**config.mk**
```make
export PLATFORM = sky130hd
export DESIGN_NAME = integral_mem_arbiter
export DESIGN_NICKNAME = d
export VERILOG_FILES = /design/src/rtl/integral_pkg.sv /design/src/rtl/integral_rsp_pipe.sv /design/src/rtl/integral_mem_arbiter.sv
export SDC_FILE = /design/constraint.sdc
export NUM_CORES = 1
export LEC_CHECK = 0
export CAP_MARGIN = 0
export CORE_MARGIN = 1
export CORE_UTILIZATION = 30
export DETAILED_ROUTE_END_ITERATION = 10
export PLACE_DENSITY = 0.65
export SLEW_MARGIN = 20
export SYNTH_ARGS = -nofsm -noshare
export SYNTH_HDL_FRONTEND = slang
export SYNTH_SLANG_ARGS = --single-unit
```
**constraint.sdc**
```tcl
create_clock -name clk -period 3.5 [get_ports clk]
set_input_delay 0.525 -clock clk [delete_from_list [all_inputs] [get_ports clk]]
set_output_delay 0.525 -clock clk [all_outputs]
set_load 0.01 [all_outputs]
```
**src/rtl/integral_pkg.sv**
```systemverilog
// Shared types and defaults for the integral-image memory path.
package integral_pkg;

    localparam int ADDR_W_DEF    = 8;
    localparam int DATA_W_DEF    = 8;
    localparam int READ_LAT_DEF  = 2;
    localparam int VID_IN_WIDTH  = 16;
    localparam int VID_IN_HEIGHT = 16;

    typedef enum logic {
        REQ_ENGINE   = 1'b0,
        REQ_DETECTOR = 1'b1
    } req_id_t;

    typedef struct packed {
        logic    valid;
        req_id_t id;
    } rsp_tag_t;

endpackage

```
**src/rtl/integral_rsp_pipe.sv**
```systemverilog
// Tag shift register that times read responses and steers them to the
// requester that issued the read.
module integral_rsp_pipe
    import integral_pkg::*;
#(
    parameter int unsigned DEPTH = READ_LAT_DEF - 1
) (
    input  logic clk,
    input  logic reset,
    input  logic in_valid,
    input  logic in_id,
    output logic rsp0_valid,
    output logic rsp1_valid
);

    rsp_tag_t             in_tag;
    rsp_tag_t [DEPTH-1:0] stage;

    always_comb begin
        in_tag.valid = in_valid;
        in_tag.id    = req_id_t'(in_id);
    end

    generate
        if (DEPTH > 1) begin : g_shift
            always_ff @(posedge clk) begin
                if (reset) begin
                    stage <= '0;
                end else begin
                    stage <= {stage[DEPTH-2:0], in_tag};
                end
            end
        end else begin : g_single
            always_ff @(posedge clk) begin
                if (reset) begin
                    stage <= '0;
                end else begin
                    stage[0] <= in_tag;
                end
            end
        end
    endgenerate

    always_comb begin
        rsp0_valid = stage[DEPTH-1].valid && (stage[DEPTH-1].id == REQ_ENGINE);
        rsp1_valid = stage[DEPTH-1].valid && (stage[DEPTH-1].id == REQ_DETECTOR);
    end

endmodule

```
**src/rtl/integral_mem_arbiter.sv**
```systemverilog
// Two-requester arbiter for the integral-image M10K port with tagged,
// fixed-latency read responses. INTEGRAL_ARB_RR_EN selects round-robin arbitration.
module integral_mem_arbiter
    import integral_pkg::*;
#(
    parameter int ADDR_W   = ADDR_W_DEF,
    parameter int DATA_W   = DATA_W_DEF,
    parameter int READ_LAT = READ_LAT_DEF
) (
    input  logic              clk,
    input  logic              reset,
    input  logic              req0_valid,
    output logic              req0_ready,
    input  logic              req0_we,
    input  logic [ADDR_W-1:0] req0_addr,
    input  logic [DATA_W-1:0] req0_wdata,
    output logic              rsp0_valid,
    output logic [DATA_W-1:0] rsp0_data,
    input  logic              req1_valid,
    output logic              req1_ready,
    input  logic              req1_we,
    input  logic [ADDR_W-1:0] req1_addr,
    input  logic [DATA_W-1:0] req1_wdata,
    output logic              rsp1_valid,
    output logic [DATA_W-1:0] rsp1_data,
    output logic [ADDR_W-1:0] mem_read_address,
    output logic [ADDR_W-1:0] mem_write_address,
    output logic              mem_write,
    output logic [DATA_W-1:0] mem_write_data,
    input  logic [DATA_W-1:0] mem_read_data
);

    logic              grant0;
    logic              grant1;
    logic              accept;
    logic              sel_we;
    logic [ADDR_W-1:0] sel_addr;
    logic [DATA_W-1:0] sel_wdata;
    logic              issue_valid;
    logic              issue_id;
    logic [DATA_W-1:0] held0;
    logic [DATA_W-1:0] held1;

`ifdef INTEGRAL_ARB_RR_EN
    // prio names the requester that wins a tie: the one not granted last.
    logic prio;

    always_comb begin
        grant0 = req0_valid && (!req1_valid || !prio);
        grant1 = req1_valid && (!req0_valid || prio);
    end

    always_ff @(posedge clk) begin
        if (reset) begin
            prio <= 1'b0;
        end else if (grant0) begin
            prio <= 1'b1;
        end else if (grant1) begin
            prio <= 1'b0;
        end
    end
`else
    always_comb begin
        grant0 = req0_valid;
        grant1 = req1_valid && !req0_valid;
    end
`endif

    always_comb begin
        req0_ready = grant0;
        req1_ready = grant1;
        accept     = grant0 || grant1;
        sel_we     = grant0 ? req0_we    : req1_we;
        sel_addr   = grant0 ? req0_addr  : req1_addr;
        sel_wdata  = grant0 ? req0_wdata : req1_wdata;
    end

    // Reads and writes share this single register stage, so memory sees
    // accesses in exactly the order they were granted.
    always_ff @(posedge clk) begin
        if (reset) begin
            mem_read_address  <= '0;
            mem_write_address <= '0;
            mem_write_data    <= '0;
            mem_write         <= 1'b0;
            issue_valid       <= 1'b0;
            issue_id          <= 1'b0;
        end else begin
            mem_write   <= accept && sel_we;
            issue_valid <= accept && !sel_we;
            issue_id    <= grant1;
            if (accept && sel_we) begin
                mem_write_address <= sel_addr;
                mem_write_data    <= sel_wdata;
            end
            if (accept && !sel_we) begin
                mem_read_address <= sel_addr;
            end
        end
    end

    integral_rsp_pipe #(
        .DEPTH(READ_LAT - 1)
    ) u_rsp_pipe (
        .clk       (clk),
        .reset     (reset),
        .in_valid  (issue_valid),
        .in_id     (issue_id),
        .rsp0_valid(rsp0_valid),
        .rsp1_valid(rsp1_valid)
    );

    always_ff @(posedge clk) begin
        if (reset) begin
            held0 <= '0;
            held1 <= '0;
        end else begin
            if (rsp0_valid) held0 <= mem_read_data;
            if (rsp1_valid) held1 <= mem_read_data;
        end
    end

    always_comb begin
        rsp0_data = rsp0_valid ? mem_read_data : held0;
        rsp1_data = rsp1_valid ? mem_read_data : held1;
    end

endmodule

```
==> results.py <==
metrics = {
    "run_status": {
        "status": "finished, final reports clean",
    },
    "detailed_routing": {
        "dr.pass1.iters": 4,
        "viasPerCell": 4.77,
        "first_iter_violations": 58,
        "drc": 0,
        "wirelength_mm": 5.48,
        "num_vias": 1833,
        "wire_per_inst_um": 14.3,
        "detail-route-antenna-nets": 0,
    },
    "sta": {
        "tightest_slew_ns": 0.830,
        "rsz0062_at_grt": "no",
        "finalCritPeriodShare_pct": 69.5,
        "finalClockSkew_ns": 0.00322,
        "min_period_ns": 2.43,
        "fin_hold_ws_ns": 0.441,
        "setup_viol": 0,
        "fin_tns_setup_ns": 0,
        "fin_ws_ns": 1.07,
        "slew_violations": 0,
        "max_slew_margin_pct": 44.7,
        "final_hold_viol_count": 0,
        "max_freq_mhz": 411,
    },
    "floorplan": {
        "die_w_um": 87.6,
        "die-area_um2": 7680,
        "die_h_um": 87.6,
        "start_util_pct": 31.7,
        "ioPinCount": 91,
        "fp-row-count": 30,
        "core_um2": 6940,
    },
    "synthesis": {
        "synth_mux_area_share_pct": 25.1,
        "ys_ff_latch": 45,
        "synth.avg_cell_area_um2": 10.5,
        "syn_inst": 209,
        "synth_compound_area_share_pct": 15.8,
        "syn-cell-area_um2": 2200,
        "synth_nets": 255,
        "yosysTopAreaCellShare_pct": 41.0,
        "ys_types": 21,
        "yosys.area_share.simple_pct": 12.3,
        "synth_top_family_by_area": "multiplexers",
        "seq_area_frac_synth_pct": 41.0,
        "yosys-top-cells-area": "dfxtp_1 (41%), mux2i_1 (11%), a211oi_1 (11%)",
        "synthAdderAreaFrac_pct": 0,
        "ys_warn_count": 0,
        "synth_top_area_cell": "dfxtp_1",
        "synth_xor_xnor_area_share_pct": 0,
    },
    "cts": {
        "clkSinkCount": 45,
        "hold_buffers": 0,
        "cts_buffers": 5,
        "cts_root_buf": "clkbuf_8",
        "cts_setup_buffers": 0,
        "cts.clk_slew.worst_paths_ns": 0.09,
        "clkLatencyLatePin_ns": 0.29,
        "cts_tree": "built",
        "clockBufferDepth": 2,
        "htreeDepth": 2,
        "ctsResizeCount": 0,
    },
    "setup_path": {
        "arrival_ns": 1.91,
        "cp_cell_sequence": "nand2b_1 > mux2_2 > clkdlybuf4s50_1",
        "slowest_stage": "clkdlybuf4s50_1",
        "critPathMaxStageDelay_ns": 0.49,
        "crit_buf_inv": 1,
        "start_kind": "flip-flop",
        "worstSetupEndpointType": "primary output",
        "crit_family": "buffers and inverters",
        "cp_max_fo": 9,
        "worstPathRequired_ns": 2.97,
        "crit_type": "reg -> out",
    },
    "final_layout": {
        "syn_to_final_growth_pct": 46.4,
        "final_nets": 333,
        "num_antenna_cells": 0,
        "mostFrequentLayoutCells": "clkdlybuf4s50_1 (87), dfxtp_1 (45), a211oi_1 (32), mux2i_1 (24), nor2b_1 (20)",
        "drive_above_1_share_pct": 15.3,
        "final_common_cell": "clkdlybuf4s50_1",
        "nFillCells": 668,
    },
    "grt": {
        "grt_pass1_wl_mm": 8.83,
        "grt_pass1_vias": 1750,
        "antenna_found_initial": 0,
        "track_usage_pct": 14.6,
        "grt_max_degree": 52,
        "grt_overflow": 0,
    },
    "place": {
        "port_buffers": 90,
        "place.gp.congestion": 0.723,
        "pre_cts_ws_ns": 1.16,
        "hpwl_mm": 3.71,
    },
    "pwr": {
        "p_leak_nw": 1.33,
        "ir_drop_v": 0.000193,
        "powerDensity_nw_per_um2": 377,
    },
    "min_path": {
        "hold_path_class": "reg -> reg",
    },
    "job": {
        "max_cap_viol_count": 0,
    },
}
-- area by class of cell --
type	instances	area (um2)	share of cell area [%]
clock buffer	6	82.6	2.56
clock inverter	2	37.5	1.17
inverter	2	7.51	0.233
multi-input combinational	141	1170	36.4
sequential	45	901	28.0
tap	96	120	3.73
timing repair buffer	92	901	28.0
-- cell usage after synthesis (all sizes together) --
cell and count:
nor2 2, dfxtp 45, a211oi 32, inv 2
mux2i 24, mux2 25, o21a 9, and3 16
nand2b 2, nand2 3, clkbuf 10, buf 11
nor2b 20, a21oi 8
-- path summary, 6_finish.rpt --
kind                            depth (start not counted)  slack, ns             endpoint                start
worst max-delay path                                    3       1.07         rsp0_data[4]  u_rsp_pipe.stage[0]
worst min-delay path                                    1       0.44  u_rsp_pipe.stage[0]             issue_id
worst max register to register                          3       2.10             held0[2]  u_rsp_pipe.stage[0]
worst min register to register                          1       0.44  u_rsp_pipe.stage[0]             issue_id
-- stage by stage --
step / total power, mW / util (%) / instances / instance area (um2)
floorplan: 0.695 / - / 209 / 2200
global placement: 0.818 / 44.6 / 376 / 3100
detailed placement: 0.819 / 44.6 / 376 / 3100
CTS: 1.24 / 46.4 / 384 / 3220
global route: 1.27 / 46.4 / 384 / 3220
finish: 1.22 / 46.4 / 384 / 3220
-- metal layers --
layer  track usage (%)  wire length [um]
met4              3.13                22
met2              24.0              2580
met3              4.24               280
met5                 0                 0
met1              19.1              2600
-- flip-flops by register name, indices dropped and copies added, names as in the netlist --
register and flops:
issue_valid 1, mem_write_data 8, u_rsp_pipe.stage 2, held1 8, mem_write_address 8, mem_read_address 8, mem_write 1, held0 8
issue_id 1
-- cells by family (layout without fill, tap and decap cells) --
kind of cell | Yosys count | after routing
compound gates | 49 | 49
mux | 49 | 49
buf+inv | 23 | 102
simple gates | 43 | 43
flops | 45 | 45
-- worst reg2reg max path, delay by kind of cell, from the launching register on --
kind	cells	cell delay [ns]
and+or+nand+nor	2	0.53
muxes	1	0.40
DFF	1	0.33
-- power breakdown --
part | switching (mW) | internal [mW]
registers | 0.0189 | 0.539
clock network | 0.177 | 0.232
logic | 0.0984 | 0.149
Note: power is estimated with default switching activity, not from simulation.
